==> config.mk <==
export PLATFORM = sky130hd
export DESIGN_NAME = imul_int_mul_var_lat_flat
export DESIGN_NICKNAME = d
export VERILOG_FILES = /design/src/rtl/imul_int_mul_var_lat_pkg.sv /design/src/rtl/imul_int_mul_var_lat_if.sv /design/src/rtl/imul_int_mul_var_lat_calc_shamt.sv /design/src/rtl/imul_int_mul_var_lat.sv /design/src/flat_wrapper.sv
export SDC_FILE = /design/constraint.sdc
export NUM_CORES = 1
export LEC_CHECK = 0
export CORE_ASPECT_RATIO = 2
export CORE_MARGIN = 2
export CORE_UTILIZATION = 45
export DETAILED_ROUTE_END_ITERATION = 12
export PLACE_DENSITY = 0.63
export SYNTH_ARGS = -nofsm -noshare
export SYNTH_HDL_FRONTEND = slang
export SYNTH_SLANG_ARGS = --single-unit
export TNS_END_PERCENT = 30
==> constraint.sdc <==
create_clock -name clk -period 9.4 [get_ports clk]
set_input_delay 1.41 -clock clk [delete_from_list [all_inputs] [get_ports clk]]
set_output_delay 1.41 -clock clk [all_outputs]
set_load 0.01 [all_outputs]
==> src/rtl/imul_int_mul_var_lat_pkg.sv <==
// Shared types and constants for the variable-latency multiplier.
package imul_var_lat_pkg;

    localparam int SHAMT_WIN = 8;
    localparam int SHAMT_W   = 4;

    typedef enum logic [1:0] {
        IDLE = 2'd0,
        CALC = 2'd1,
        DONE = 2'd2
    } state_t;

endpackage

==> src/rtl/imul_int_mul_var_lat_if.sv <==
// Request/response val/rdy bundle for the multiplier; master is the requester, slave the multiplier.
interface imul_int_mul_var_lat_if #(
    parameter int p_nbits = 32
);
    logic                   req_val;
    logic                   req_rdy;
    logic [2*p_nbits-1:0]   req_msg;
    logic                   resp_val;
    logic                   resp_rdy;
    logic [p_nbits-1:0]     resp_msg;

    modport master (
        output req_val, req_msg, resp_rdy,
        input  req_rdy, resp_val, resp_msg
    );

    modport slave (
        input  req_val, req_msg, resp_rdy,
        output req_rdy, resp_val, resp_msg
    );
endinterface

==> src/rtl/imul_int_mul_var_lat_calc_shamt.sv <==
// Shift-amount calculator: distance to skip in b, from its low 8-bit window.
// Combinational; no handshake.
module imul_IntMulVarLatCalcShamtVRTL
    import imul_var_lat_pkg::*;
(
    input  logic [SHAMT_WIN-1:0] in_,
    output logic [SHAMT_W-1:0]   out
);
    // An empty window skips all of it; bit0 set advances by one after the add.
    always_comb begin
        out = SHAMT_W'(SHAMT_WIN);
        for (int i = SHAMT_WIN - 1; i >= 1; i--) begin
            if (in_[i]) out = SHAMT_W'(i);
        end
        if (in_[0]) out = SHAMT_W'(1);
    end
endmodule

==> src/rtl/imul_int_mul_var_lat.sv <==
// Iterative multiplier, low p_nbits of a*b, skipping zero runs of b. Optional macro IMUL_VARLAT_FAST_ACCEPT_EN.
// Latency: 1+N cycles from request transfer to resp_val (N=1 for b=0, N=p_nbits for b all ones).
// Backpressure: DONE holds the result while resp_rdy=0; requests taken in IDLE (or DONE with resp_rdy under the macro).
module imul_int_mul_var_lat
    import imul_var_lat_pkg::*;
#(
    parameter int p_nbits = 32
) (
    input  logic clk,
    input  logic reset,
    imul_int_mul_var_lat_if.slave bus
);
    state_t               state;
    logic [p_nbits-1:0]   a_reg;
    logic [p_nbits-1:0]   b_reg;
    logic [p_nbits-1:0]   result_reg;
    logic [p_nbits-1:0]   b_next;
    logic [p_nbits-1:0]   a_in;
    logic [p_nbits-1:0]   b_in;
    logic [SHAMT_W-1:0]   shamt;
    logic                 req_rdy;
    logic                 resp_val;
    logic                 req_xfer;
    logic                 resp_xfer;

    imul_IntMulVarLatCalcShamtVRTL u_calc_shamt (
        .in_ (b_reg[SHAMT_WIN-1:0]),
        .out (shamt)
    );

    assign a_in   = bus.req_msg[2*p_nbits-1:p_nbits];
    assign b_in   = bus.req_msg[p_nbits-1:0];
    assign b_next = b_reg >> shamt;

`ifdef IMUL_VARLAT_FAST_ACCEPT_EN
    assign req_rdy = !reset && ((state == IDLE) || ((state == DONE) && bus.resp_rdy));
`else
    assign req_rdy = !reset && (state == IDLE);
`endif
    assign resp_val  = !reset && (state == DONE);
    assign req_xfer  = bus.req_val && req_rdy;
    assign resp_xfer = resp_val && bus.resp_rdy;

    assign bus.req_rdy  = req_rdy;
    assign bus.resp_val = resp_val;
    assign bus.resp_msg = result_reg;

    always_ff @(posedge clk) begin
        if (reset) begin
            state      <= IDLE;
            a_reg      <= '0;
            b_reg      <= '0;
            result_reg <= '0;
        end else begin
            case (state)
                IDLE: begin
                    if (req_xfer) begin
                        a_reg      <= a_in;
                        b_reg      <= b_in;
                        result_reg <= '0;
                        state      <= CALC;
                    end
                end
                CALC: begin
                    if (b_reg[0]) result_reg <= result_reg + a_reg;
                    a_reg <= a_reg << shamt;
                    b_reg <= b_next;
                    if (b_next == '0) state <= DONE;
                end
                DONE: begin
                    // req_xfer here implies resp_xfer: reload without an IDLE bubble.
                    if (req_xfer) begin
                        a_reg      <= a_in;
                        b_reg      <= b_in;
                        result_reg <= '0;
                        state      <= CALC;
                    end else if (resp_xfer) begin
                        state <= IDLE;
                    end
                end
                default: state <= IDLE;
            endcase
        end
    end
endmodule
==> src/flat_wrapper.sv <==
// flat-port wrapper written by rule: the top's interface ports become plain ports
module imul_int_mul_var_lat_flat import imul_var_lat_pkg::*;
#(
    parameter int p_nbits = 32
)
  (clk, reset, bus_req_val, bus_req_msg, bus_resp_rdy, bus_req_rdy, bus_resp_val, bus_resp_msg);
  imul_int_mul_var_lat_if #(.p_nbits(p_nbits)) bus_i ();
  input  logic clk;
  input  logic reset;
  input wire logic [$bits(bus_i.req_val)-1:0] bus_req_val;
  input wire logic [$bits(bus_i.req_msg)-1:0] bus_req_msg;
  input wire logic [$bits(bus_i.resp_rdy)-1:0] bus_resp_rdy;
  output wire logic [$bits(bus_i.req_rdy)-1:0] bus_req_rdy;
  output wire logic [$bits(bus_i.resp_val)-1:0] bus_resp_val;
  output wire logic [$bits(bus_i.resp_msg)-1:0] bus_resp_msg;
  assign bus_i.req_val = bus_req_val;
  assign bus_i.req_msg = bus_req_msg;
  assign bus_i.resp_rdy = bus_resp_rdy;
  assign bus_req_rdy = bus_i.req_rdy;
  assign bus_resp_val = bus_i.resp_val;
  assign bus_resp_msg = bus_i.resp_msg;
  imul_int_mul_var_lat #(.p_nbits(p_nbits)) u_core (.clk(clk), .reset(reset), .bus(bus_i));
endmodule
# Yosys cells after proc, flatten, opt, wreduce, memory -nomap -nowiden
# Index checks and enable logic that the tools add are counted.
totals:
  ff_bits: 98
  in_bits: 68
  out_inout_bits: 34
  wordCells: 46
op_classes:
  n_addsub: 1
  eq_ne: 7
  shifts: 2
  mux: 20
  reduce_logical: 12
ops:
  columns: ["op", "count"]
  rows:
  - ["one-hot mux 32 bit (2 select lines)", 3]
  - ["2-to-1 mux 32 bit", 4]
  - ["adder 32 bit", 1]
  - ["logical NOT 32 bit", 1]
  - ["2-to-1 mux 4 bit", 8]
  - ["left shift 32 x 4 -> 32 bit", 1]
  - [">> shifter 32 x 4 -> 32 bit", 1]
  - ["2-to-1 mux 2 bit", 4]
  - ["!= test 2 x 1 -> 1 bit (second input constant)", 4]
  - ["one-hot mux 2 bit (3 select lines)", 1]
  - ["AND reduction 3 bit", 2]
  - ["logical AND 1 bit", 4]
  - ["!= test 3 x 1 -> 1 bit (second input constant)", 1]
  - ["equality test 2 x 1 -> 1 bit (second input constant)", 1]
  - ["equality test 2 bit (second input constant)", 1]
  - ["logical NOT 2 bit", 1]
  - ["AND reduction 2 bit", 1]
  - ["nonzero test 2 bit", 1]
  - ["OR reduction 2 bit", 1]
  - ["logical NOT 1 bit", 1]

# Depth between registers and ports, before layout
depth:
  depth_word: 12
  depth_mapped: 14

# Cells and area by module
# From an unflattened synthesis, not the netlist that was laid out.
unflattened:
  hier_cells: 1004
  hier_area_um2: 8091.5
by_module_without_submodules:
  columns: ["module", "instances", "cells_per_inst", "area_each_um2"]
  rows:
  - ["imul_int_mul_var_lat", 1, 991, 8017.7]
  - ["imul_IntMulVarLatCalcShamtVRTL", 1, 13, 73.8]

# Least setup slack after synthesis
# No wires, ideal clock.
synth_timing:
  kind: "input to output"
  from: "input reset"
  to: "output bus_resp_val"
  t_arrival_ns: 2.132
  required_ns: 7.990
  slack_ns: 5.858
  path_stages: 3
  n_path_buf: 1
  path_cell_list: "clkbuf_1 -> clkinv_1 -> and3_1"
synth_between:
  elab_chain_len: 2
synth_lines:
  columns: ["element", "line", "text"]
  rows:
  - ["from (decl)", "flat_wrapper.sv:9", "input logic reset;"]
  - ["logical NOT 1 bit", "imul_int_mul_var_lat.sv:40", "assign resp_val = !reset && (state == DONE);"]
  - ["logical AND 1 bit", "imul_int_mul_var_lat.sv:40", null]
  - ["to (decl)", "flat_wrapper.sv:14", "output wire logic [$bits(bus_i.resp_val)-1:0] bus_resp_val;"]
# No other way between the ends.

# Final worst setup path
layout_timing:
  from: "input reset"
  to: "register u_core.result_reg[5] (netlist: u_core.bus.resp_msg[5])"
layout_between:
  elab_chain_len: 5
layout_lines:
  columns: ["element", "line", "text"]
  rows:
  - ["logical NOT 1 bit", "imul_int_mul_var_lat.sv:38", "assign req_rdy = !reset && (state == IDLE);"]
  - ["logical AND 1 bit", "imul_int_mul_var_lat.sv:38", null]
  - ["logical AND 1 bit", "imul_int_mul_var_lat.sv:41", "assign req_xfer = bus.req_val && req_rdy;"]
  - ["!= test 2 x 1 -> 1 bit (no line)", null, null]
  - ["AND reduction 3 bit (no line)", null, null]
  - ["to (signal assigned)", "imul_int_mul_var_lat.sv:65", "if (b_reg[0]) result_reg <= result_reg + a_reg;"]
  - ["to (decl)", "imul_int_mul_var_lat.sv:16", "logic [p_nbits-1:0] result_reg;"]
# Parallel ways exist; a longest one is shown, timed or not.
# A chain may end at the register's enable or synchronous reset.

==> parameters.txt <==
Parameter                              Value

Cells and area
  Storage cell area ... 1963 sq um
  Post-route standard cell area excluding fillers ... 9674 sq um
  Fin cells ... 1353
  Share of cells above drive strength 1 ... 0.07300
  Count of inserted antenna diode cells ... 0
  Count of nets after finishing ... 1232
  Layout-stage area growth over the synthesis result ... 17.13%
  Filler cell count ... 1824
  Multi-input combinational cell area ... 5908 sq um
  Post-layout utilization of the core ... 0.5336

GRT
  M1 GR Usage ... 0.3215
  Global-route congestion overflow total ... 0
  Total track usage ... 0.3098
  Via count of the first global-routing pass ... 8760
  Global-route track usage on met3 ... 0.03615
  Initial antenna violation count ... 0
  Global-route wire length before repair ... 47270 microns
  Pin count of the biggest net entering global routing ... 68
  Layer with the highest usage ... met2
  Met2 Use GR ... 0.5558

Floorplan
  Effective utilization at floorplan ... 0.4556
  Die W ... 99.80 microns
  Floorplan Core Area ... 18130 sq um
  Die height ... 195.6 microns
  Total die area ... 19520 sq um
  Site Rows ... 70
  Io pins ... 102

Clock tree
  Later-pin clock latency in the skew report ... 0.36 ns
  Sink count of the clock tree ... 98
  Level count of the clock H-tree ... 3
  Post_cts resized ... 0
  Count of hold-fix buffers inserted at cts ... 0
  CTS root buf ... sky130_fd_sc_hd__clkbuf_16
  Clock Path Buffers ... 2
  Clock tree from TritonCTS ... yes
  Clock slew at the register clock pins of the worst setup and hold paths ... 0.07 ns
  Number of buffers inserted to repair setup after CTS ... 0
  Clock buffers created by TritonCTS ... 9

Route
  Via-to-Cell Ratio ... 6.529
  Number of iterations in the first detailed-routing pass ... 6
  Number of design rule violations left after detail routing ... 0
  Routed WL per cell ... 22.41 microns
  Count of nets left with antenna violations after detail routing ... 0
  Total routed wirelength ... 30320 microns
  Iter 0 DRT Violations ... 603
  Number of vias after detailed routing ... 8834

Yosys
  Avg Synthesized Cell Area ... 7.563 sq um
  Seq cells post-synth ... 98
  Warnings, synthesis ... 0
  EDFF count, synth ... 0
  Share of the yosys chip area belonging to registers ... 0.2375
  Mapped cell area ... 8259 sq um
  Predominant post-synthesis flop cell ... sky130_fd_sc_hd__dfxtp_1
  Synth async-reset ratio ... 0
  Mapped Cells ... 1092
  Number of nets in the synthesized netlist ... 1192
  Number of distinct standard cells referenced by the synthesized netlist ... 83

Placement
  GPL Wtd Cong ... 1.043
  Placement-stage worst setup slack ... 4.321 ns
  DP Wirelength ... 21850 microns
  Cell Count Post-Placement ... 1337
  # port buffers ... 101
  Area post-placement ... 9354 sq um

Worst setup path
  R2R Path Start ... u_core.b_reg[3]
  First element of the critical path ... reset
  Cell with the biggest individual delay on the critical path ... sky130_fd_sc_hd__nor2_1
  Startpoint types ... primary input
  Delay of the slowest critical-path stage ... 0.95 ns
  Arrival time of data at the critical path endpoint ... 4.98 ns
  Worst path most repeated cell ... sky130_fd_sc_hd__buf_4
  Critical Path, Cell by Cell ... buf_2 -> buf_4 -> clkinv_1 -> a21oi_1 -> nor2_4 -> buf_4 -> nand2_1 -> buf_4 -> nor2_1 -> a32oi_1 -> nor2_1
  Data required, critical path ... 9.69 ns
  Highest fanout seen on the critical path ... 52
  Endpoint kind of the worst setup timing path ... register
  Setup CP Type ... in -> reg

Timing
  Remaining max-slew budget at the tightest pin ... 0.1816
  Aggregate negative setup slack ... 0 ns
  Final setup violation count ... 0
  Worst setup skew after layout ... 0.004952 ns
  Number of hold violations in the final report ... 0
  Hold Slack ... 0.4784 ns
  Share of the cycle needed by the critical path after routing ... 0.4986
  Setup WS post-layout ... 4.713 ns
  RSZ-0062 raised after global routing ... false
  Worst Max-Slew Pin Slew ... 1.223 ns
  Max Clock Freq ... 213.4 MHz
  Number of max-slew violations in the final report ... 0
  Shortest clock period the worst path allows after layout ... 4.687 ns

Pwr
  Total Power Consumption ... 1.643 mW
  Worst supply voltage drop on vdd ... 0.0001173 V
  Leakage dissipation ... 3.938 nW
  Power density over the cells ... 169.8 nW/um^2

Run status
  Outcome ... finished clean

Run
  Count of max-cap constraint violations ... 0

Worst hold path
  Type of the tightest min-delay check ... reg -> reg
  Beginning of the worst hold path ... u_core.bus.resp_msg[2]
[cells in the mapped netlist, drive strengths merged, types with 3 or more instances]
master | instances | area [sq um]
a221oi | 11 | 96.34
and2 | 4 | 25.02
o21ai | 52 | 260.2
mux2i | 77 | 770.7
a22o | 13 | 113.9
o211ai | 34 | 270.3
o31ai | 4 | 30.03
xnor2 | 17 | 148.9
a21o | 20 | 152.7
and3 | 15 | 96.34
ha | 31 | 387.9
buf | 25 | 111.4
o311ai | 3 | 26.28
a32oi | 5 | 43.79
a22oi | 16 | 120.1
o211a | 4 | 40.04
nand4 | 11 | 68.82
nand2 | 97 | 371.6
mux2 | 12 | 135.1
nor3 | 27 | 140.1
or2 | 5 | 31.28
nor4 | 6 | 43.79
a211oi | 53 | 415.4
nand3 | 36 | 180.2
a21boi | 3 | 22.52
o22ai | 5 | 31.28
a311o | 5 | 51.30
nor2 | 135 | 506.7
o221ai | 3 | 26.28
nand2b | 5 | 31.28
xor2 | 8 | 70.07
a21oi | 97 | 485.5
a221o | 12 | 121.4
a31oi | 3 | 33.78
a31o | 5 | 43.79
dfxtp | 98 | 1962
a311oi | 9 | 78.83
inv | 14 | 52.55
clkbuf | 67 | 251.5
nor2b | 11 | 68.82
[final cells by class]
type	count	area share
Multi-Input combinational cell	887	0.6107
Sequential cell	98	0.2029
Timing Repair Buffer	121	0.1195
Tap cell	216	0.02794
Clock buffer	11	0.02509
Clock inverter	5	0.008019
Inverter	15	0.005820
[worst max-delay path: cells and delay by family]
| family | cells | cell delay (ns) |
|---|---|---|
| AO/OA/AOI/OAI | 2 | 0.36 |
| AND/OR/NAND/NOR | 4 | 1.71 |
| buffers and inverters | 5 | 1.43 |
[final timing paths]
| path | to | slack (ns) | cells past startpoint |
|---|---|---|---|
| max | u_core.bus.resp_msg[5] | 4.71 | 11 |
| min | u_core.bus.resp_msg[2] | 0.48 | 2 |
| max reg2reg | u_core.state[1] | 5.06 | 10 |
| min reg2reg | u_core.bus.resp_msg[2] | 0.48 | 2 |
[layer usage]
| metal | part of all wire | up-vias |
|---|---|---|
| met3 | 0.043 | 127 |
| met1 | 0.36 | 4182 |
| met4 | 0.075 | 0 |
| met5 | 0 | - |
| met2 | 0.53 | 336 |
| li1 | - | 4189 |
[power by group]
group / internal [mW] / switching, mW / total, mW
sequential: 0.446 / 0.0509 / 0.497
clock: 0.240 / 0.174 / 0.414
combinational: 0.268 / 0.463 / 0.732
total: 0.955 / 0.688 / 1.64
[logic make-up after synthesis]
family / after synthesis / synth area share
xor+xnor: 25 / 0.02651
fa+ha+maj: 32 / 0.04939
mux: 90 / 0.1124
flops: 98 / 0.2375
simple gates: 361 / 0.1983
buf+inv: 107 / 0.05075
compound gates: 379 / 0.3251
[layout by cell type, fill, tap and decap left out, drive strengths merged, types with 4 or more instances in the layout]
cell type	instances
o31ai	4
a311oi	9
inv	14
nand3	36
a221o	12
buf	21
or2	5
mux2i	77
xnor2	17
nand2	97
nor2b	11
dfxtp	98
clkdlybuf4s50	100
a32oi	5
nor2	135
a211oi	53
a21oi	97
o211ai	34
a21o	20
a311o	5
nand2b	5
nand4	11
and2	4
a221oi	11
o211a	4
clkbuf	11
a31o	5
and3	15
o22ai	5
o21ai	52
a22oi	16
nor3	27
ha	31
xor2	8
nor4	6
a22o	13
mux2	12
(Power assumes the default switching activity.)
